<file path="src/rtl/gcd_host_if.sv">
// Handshake bundle between the GCD host sequencer (master) and its environment:
// request stream, result stream and the engine's start/data/done port.
interface gcd_host_if;
  logic       req_valid;
  logic       req_ready;
  logic [7:0] req_a;
  logic [7:0] req_b;
  logic       res_valid;
  logic       res_ready;
  logic [7:0] res_data;
  logic       res_timeout;
  logic       gcd_start;
  logic [7:0] gcd_data_in;
  logic [7:0] gcd_data_out;
  logic       gcd_done;

  modport master (
    input  req_valid, req_a, req_b, res_ready, gcd_data_out, gcd_done,
    output req_ready, res_valid, res_data, res_timeout, gcd_start, gcd_data_in
  );

  modport slave (
    output req_valid, req_a, req_b, res_ready, gcd_data_out, gcd_done,
    input  req_ready, res_valid, res_data, res_timeout, gcd_start, gcd_data_in
  );
endinterface

</file>
<file path="src/rtl/gcd_host.sv">
// Host sequencer for the 8-bit GCD engine: loads A then B, waits for done under a watchdog.
// States: IDLE accept pair | LOAD_A start pulse + A | LOAD_B present B | WAIT poll done | RESP hold result
module gcd_host #(
  parameter int unsigned TIMEOUT = 255
) (
  input  logic      clk,
  input  logic      reset,
  gcd_host_if.master bus
);

  typedef enum logic [2:0] {IDLE, LOAD_A, LOAD_B, WAIT, RESP} state_t;

  localparam logic [15:0] LIMIT = 16'(TIMEOUT - 1);

  state_t      state;
  logic [7:0]  b_q;
  logic [15:0] wait_cnt;

  always_ff @(posedge clk or posedge reset) begin
    if (reset) begin
      state           <= IDLE;
      b_q             <= 8'd0;
      wait_cnt        <= 16'd0;
      bus.req_ready   <= 1'b1;
      bus.res_valid   <= 1'b0;
      bus.res_data    <= 8'd0;
      bus.res_timeout <= 1'b0;
      bus.gcd_start   <= 1'b0;
      bus.gcd_data_in <= 8'd0;
    end else begin
      case (state)
        IDLE: begin
          if (bus.req_valid && bus.req_ready) begin
            bus.req_ready <= 1'b0;
            b_q           <= bus.req_b;
            // Zero operands never reach the engine: gcd(x,0) = x, gcd(0,0) = 0.
            if (bus.req_a == 8'd0 || bus.req_b == 8'd0) begin
              bus.res_valid   <= 1'b1;
              bus.res_data    <= bus.req_a | bus.req_b;
              bus.res_timeout <= 1'b0;
              state           <= RESP;
            end else begin
              bus.gcd_start   <= 1'b1;
              bus.gcd_data_in <= bus.req_a;
              state           <= LOAD_A;
            end
          end
        end
        LOAD_A: begin
          bus.gcd_start   <= 1'b0;
          bus.gcd_data_in <= b_q;
          state           <= LOAD_B;
        end
        LOAD_B: begin
          bus.gcd_data_in <= 8'd0;
          wait_cnt        <= 16'd0;
          state           <= WAIT;
        end
        WAIT: begin
          // done is only honoured here, so a level left over from the last run is ignored.
          if (bus.gcd_done) begin
            bus.res_valid   <= 1'b1;
            bus.res_data    <= bus.gcd_data_out;
            bus.res_timeout <= 1'b0;
            state           <= RESP;
          end else if (wait_cnt == LIMIT) begin
            bus.res_valid   <= 1'b1;
            bus.res_data    <= 8'd0;
            bus.res_timeout <= 1'b1;
            state           <= RESP;
          end else begin
            wait_cnt <= wait_cnt + 16'd1;
          end
        end
        RESP: begin
          if (bus.res_ready) begin
            bus.res_valid <= 1'b0;
            bus.req_ready <= 1'b1;
            state         <= IDLE;
          end
        end
        default: begin
          state <= IDLE;
        end
      endcase
    end
  end

endmodule

</file>
<file path="src/flat_wrapper.sv">
// flat-port wrapper written by rule: the top's interface ports become plain ports
module gcd_host_flat 
#(
  parameter int unsigned TIMEOUT = 255
)
  (clk, reset, bus_req_valid, bus_req_a, bus_req_b, bus_res_ready, bus_gcd_data_out, bus_gcd_done, bus_req_ready, bus_res_valid, bus_res_data, bus_res_timeout, bus_gcd_start, bus_gcd_data_in);
  gcd_host_if bus_i ();
  input  logic clk;
  input  logic reset;
  input wire logic [$bits(bus_i.req_valid)-1:0] bus_req_valid;
  input wire logic [$bits(bus_i.req_a)-1:0] bus_req_a;
  input wire logic [$bits(bus_i.req_b)-1:0] bus_req_b;
  input wire logic [$bits(bus_i.res_ready)-1:0] bus_res_ready;
  input wire logic [$bits(bus_i.gcd_data_out)-1:0] bus_gcd_data_out;
  input wire logic [$bits(bus_i.gcd_done)-1:0] bus_gcd_done;
  output wire logic [$bits(bus_i.req_ready)-1:0] bus_req_ready;
  output wire logic [$bits(bus_i.res_valid)-1:0] bus_res_valid;
  output wire logic [$bits(bus_i.res_data)-1:0] bus_res_data;
  output wire logic [$bits(bus_i.res_timeout)-1:0] bus_res_timeout;
  output wire logic [$bits(bus_i.gcd_start)-1:0] bus_gcd_start;
  output wire logic [$bits(bus_i.gcd_data_in)-1:0] bus_gcd_data_in;
  assign bus_i.req_valid = bus_req_valid;
  assign bus_i.req_a = bus_req_a;
  assign bus_i.req_b = bus_req_b;
  assign bus_i.res_ready = bus_res_ready;
  assign bus_i.gcd_data_out = bus_gcd_data_out;
  assign bus_i.gcd_done = bus_gcd_done;
  assign bus_req_ready = bus_i.req_ready;
  assign bus_res_valid = bus_i.res_valid;
  assign bus_res_data = bus_i.res_data;
  assign bus_res_timeout = bus_i.res_timeout;
  assign bus_gcd_start = bus_i.gcd_start;
  assign bus_gcd_data_in = bus_i.gcd_data_in;
  gcd_host #(.TIMEOUT(TIMEOUT)) u_core (.clk(clk), .reset(reset), .bus(bus_i));
endmodule
</file>
<file path="config.mk">
export PLATFORM = sky130hd
export DESIGN_NAME = gcd_host_flat
export DESIGN_NICKNAME = d
export VERILOG_FILES = /design/src/rtl/gcd_host_if.sv /design/src/rtl/gcd_host.sv /design/src/flat_wrapper.sv
export SDC_FILE = /design/constraint.sdc
export NUM_CORES = 1
export LEC_CHECK = 0
export BUFFER_PORTS_ARGS = -buffer_cell sky130_fd_sc_hd__clkbuf_2
export CORE_ASPECT_RATIO = 1.2
export CORE_MARGIN = 4
export CORE_UTILIZATION = 35
export CTS_CLUSTER_SIZE = 28
export DETAILED_ROUTE_END_ITERATION = 8
export GPL_TIMING_DRIVEN = 1
export PLACE_DENSITY_LB_ADDON = 0.2
export SLEW_MARGIN = 20
export SYNTH_ARGS = -nofsm -noshare
export SYNTH_HDL_FRONTEND = slang
export SYNTH_SLANG_ARGS = --single-unit
</file>
<file path="constraint.sdc">
create_clock -name clk -period 1.8 [get_ports clk]
set_clock_uncertainty 0.15 [all_clocks]
set_input_delay 0.09 -clock clk [delete_from_list [all_inputs] [get_ports clk]]
set_output_delay 0.09 -clock clk [all_outputs]
set_load 0.05 [all_outputs]
</file>
# == Word-level counts from Yosys, hierarchy flattened ==
# Cells that the tools add are included.
# word_totals
mem_bits_ro,0
out_inout_bits,20
n_memories,0
register_bits,47
latch_bits,0
ramBits,0
elab_cells,75
# classes
n_reduce_logical,19
mul,0
muxes,33
n_bitwise,1
magnitude_cmp,0
n_shift,0
n_eq_ne,12
addsub,1
div,0
# op_table
cell,n
two-way mux 8 bit,6
two-way mux 16 bit,2
case mux 16 bit (2 select lines),1
case mux 8 bit (3 select lines),1
"adder 16 x 1 -> 16 bit, second input constant",1
"== test 16 x 8 -> 1 bit, second input constant",1
logical NOT 8 bit,2
case mux 8 bit (2 select lines),1
two-way mux 3 bit,5
case mux 3 bit (5 select lines),1
AND reduction 3 bit,5
two-way mux 1 bit,12
"inequality test 2 bit, second input constant",4
bitwise OR 8 bit,1
nonzero test 2 bit,4
"== test 3 x 2 -> 1 bit, second input constant",2
case mux 1 bit (2 select lines),3
nonzero test 3 bit,2
AND reduction 5 bit,1
"inequality test 2 x 1 -> 1 bit, second input constant",2
AND reduction 4 bit,1
"== test 3 x 1 -> 1 bit, second input constant",1
"== test 3 bit, second input constant",1
logical NOT 3 bit,1
5 further kinds,5

# == Logic depth before layout (Yosys ltp) ==
# depth
word_depth,5
ltp_mapped,8
ltp_nobuf,7

# == Worst setup path after synthesis ==
# OpenSTA, ideal clock, no wires.
# synth_timing
path_kind,reg-to-reg
startpoint,register u_core.wait_cnt[0]
endpoint,register u_core.bus.res_data[0]
n_path_buf,0
synth_period_minus_slack_ps,1922
stages_incl_launch_ff,8
arrival_time_ps,1647
setup_slack_ps,-122
setup_ps,125
cell_sequence,dfrtp_1 -> inv_1 -> ha_1 -> nor4b_4 -> nand4_4 -> a21oi_4 -> nand2_4 -> mux2_4
# synth_between
elab_chain_cells,3
# synth_lines
element,line_no,rtl
start: declaration,gcd_host.sv:17,logic [15:0] wait_cnt;
start signal: assignment,gcd_host.sv:72,wait_cnt <= wait_cnt + 16'd1;
== test 16 x 8 -> 1 bit,gcd_host.sv:66,end else if (wait_cnt == LIMIT) begin
inequality test 3 x 2 -> 1 bit (no source line),--,
AND reduction 4 bit (no source line),--,
end signal: assignment,gcd_host.sv:39,bus.res_data <= bus.req_a | bus.req_b;
end signal: assignment,gcd_host.sv:63,bus.res_data <= bus.gcd_data_out;
end: declaration,gcd_host_if.sv:19,"output req_ready, res_valid, res_data, res_timeout, gcd_start, gcd_data_in"
# Every way passes these cells.
# A chain may end at the register's enable or synchronous reset.

# == Worst setup path after layout ==
# layout_timing
startpoint,register u_core.wait_cnt[0]
endpoint,register u_core.bus.res_data[4]
# Same word-level chain as after synthesis.

==> results.toml <==
[setup_path]
max_stage_delay_ps = 380
required_ps = 1840
worstSetupPathType = "register to register"
end_kind = "register"
critical_path.max_fanout = 9
critPathSlowestCell = "dfrtp_1"
crit_arrival_ps = 1990
path_cells = "inv_1, ha_1, nor4b_4, nand4_4, a21oi_4, nand2_4, mux2_4"
worst_setup_path_start_kind = "register"

[floorplanning]
num_io_pins = 49
start_util = 0.3656
die_h_um = 101.3
core_um2 = 6937
die_w_um = 85.71
rows = 33
die_area_um2 = 8678

[grt]
grt_usage = 0.1591
grt_start_max_net_pins = 22
overflow = 0
antenna_found_initial = 0
grt_pass1_wl_mm = 10.98
grt_pass1_vias = 2251

[yosys]
ys.flop_type = "dfrtp_1"
synth.distinct_cells = 50
synth_warnings = 0
syn_nets = 268
muxShareOfSynthArea = 0.1228
ys_seq_elements = 47
synthSimpleGateAreaFrac = 0.2141
yosys.area_share.xor_xnor = 0.003453
async_flop_share = 1.000
synth_compound_area_frac = 0.1658
synth.yosys.seq_area_share = 0.4642
avgSynthCellArea_um2 = 10.70
syn_area_um2 = 2536
synth_edf_count = 0
synthAdderAreaFrac = 0.009867
synth_top_family_by_area = "simple AND/OR/NAND/NOR gates"
synthCells = 237

[routing]
totalWireLength_mm = 6.566
vias = 2216
drtPass1Iterations = 4
wl_per_cell_um = 15.27
drt-initial-drc-count = 78
drc = 0
via_per_inst = 5.153
ant_nets = 0

[finish]
layout-drive-gt1-share = 0.4490
fill_cells = 658
layout_common_cells = "clkbuf_2, buf_4, dfrtp_1"
fin_util = 0.5103
layout_commonest_cell = "clkbuf_2"
insertedDiodeCount = 0
layout.nets = 373
final_cells = 430
syn2layout_area_growth_pct = 39.57

[clocking]
cts_buffers = 5
clock_path_buffers = 2
clk_latency_ps = 310
htreeDepth = 2
clk_pin_slew_worst_paths_ps = 100
clock_sinks = 47
cts_tree = "yes"
root_buffer = "clkbuf_8"

[sta]
slew_headroom = 0.7130
setup_viol = 20
final-hold-violation-count = 0
timing.final.crit_share = 1.083
min_period_ps = 1949
fmax_ghz = 0.5132
slew_viol_final = 0
rsz0062_at_grt = "true"
fin_ws_ps = -148.7
totalNegativeSetupSlack_ps = -1530
tightest_slew_ps = 429.9

[pwr]
p_leak_uw = 0.001768
total_power_uw = 2059
power_density_nw_per_um2 = 581.7
vdd_ir_drop_max_uv = 447.9

[placed_design]
place_inst = 409
io_buffer_count = 48
hpwlAfterDp_mm = 5.115
gp_congestion = 0.8128
dp_slack_ps = -152.9

[job]
drv_cap = 0

[run_status]
outcome = "complete, but fails checks"
violations = "negative setup slack"

[min_path]
hp-class = "primary input to register"
-- cells by family after synthesis --
group / Yosys count
simple gates: 87
flops: 47
xor+xnor: 1
fa+ha+maj: 2
compound gates: 63
mux: 25
buf+inv: 12
-- area by class of cell --
type                            instances  area, um^2  share of cell area
Multi-Input combinational cell        179        1403              0.3963
Sequential cell                        47        1181              0.3337
Timing Repair Buffer                  104       713.2              0.2015
Tap cell                               87       108.9             0.03075
Clock buffer                            5       68.82             0.01944
Clock inverter                          3       46.29             0.01308
Inverter                                5       18.77            0.005302
-- power breakdown --
group	total [uW]	leakage, uW	switching (uW)	internal [uW]
Combinational	181	0.00109	104	77.0
Sequential	1070	0.000619	6.96	1060
Clock	807	0.0000548	388	419
Total	2060	0.00177	499	1560
-- repair_timing --
| action | 4_1_cts | 5_1_grt |
|---|---|---|
| buffers inserted | 1 | 0 |
| cloned | 0 | 1 |
| hold endpoints to repair | 36 | 0 |
| resized for setup | 8 | 6 |
| setup endpoints to repair | 36 | 38 |
| pin swaps | 4 | 2 |
| hold buffers | 11 | 0 |
-- sequential cells by signal, indices dropped and copies added (netlist names) --
name	count
u_core.b_q	8
u_core.bus.gcd_data_in	8
u_core.bus.gcd_start	1
u_core.bus.req_ready	1
u_core.bus.res_data	8
u_core.bus.res_timeout	1
u_core.bus.res_valid	1
u_core.state	3
u_core.wait_cnt	16
-- layer usage --
metal | vias to the layer above | track usage | part of all wire
li1 | 1103 | - | -
met1 | 1072 | 0.1953 | 0.44
met2 | 33 | 0.2859 | 0.52
met3 | 8 | 0.02522 | 0.032
met4 | 0 | 0.04872 | 0.013
met5 | - | 0 | 0
-- synthesized netlist by cell type (2+ instances only) --
cell / n / area (um^2)
or2_2: 2 / 12.51
ha_1: 2 / 25.02
or3_1: 2 / 12.51
o31ai_1: 6 / 45.04
mux2_4: 8 / 120.1
clkbuf_1: 3 / 11.26
and3b_1: 2 / 17.52
and4_1: 3 / 26.28
a22o_1: 10 / 87.58
and3_1: 4 / 25.02
dfrtp_1: 46 / 1151
nand4_1: 4 / 25.02
a31oi_1: 3 / 18.77
nor2_2: 3 / 18.77
inv_1: 5 / 18.77
nor2_1: 20 / 75.07
nand3_1: 7 / 35.03
nor4_1: 4 / 25.02
a21oi_1: 22 / 110.1
mux2_2: 16 / 180.2
buf_2: 3 / 15.01
o311ai_0: 3 / 26.28
o211ai_1: 7 / 52.55
o21ai_0: 7 / 35.03
nand2_1: 20 / 75.07
-- stage by stage --
stage / hold slack [ps] / area (um^2)
floorplan: 91.70 / 2581
global placement: -40.13 / 3254
detailed placement: -41.37 / 3254
CTS: 0.9037 / 3513
global route: 6.421 / 3540
finish: 3.184 / 3540
-- worst max-delay path, delay by kind of cell, from the launching register on --
family                     cells  cell delay [ps]
muxes                          1              330
buffers and inverters          1               60
AOI/OAI and AO/OA              1              190
adders and majority gates      1              140
DFF                            1              380
and+or+nand+nor                3              590
-- final timing paths --
path / from / end / slack [ps] / depth (start not counted)
max in group asynchronous: reset / u_core.bus.req_ready / 740 / 4
worst max-delay path: u_core.wait_cnt[0] / u_core.bus.res_data[4] / -150 / 7
worst min-delay path: bus_req_a[4] / u_core.bus.gcd_data_in[4] / 3 / 3
min in group asynchronous: reset / u_core.bus.res_data[6] / 150 / 3
worst max register to register: u_core.wait_cnt[0] / u_core.bus.res_data[4] / -150 / 7
worst min register to register: u_core.bus.res_valid / u_core.bus.res_valid / 370 / 2
(Power assumes the default switching activity.)
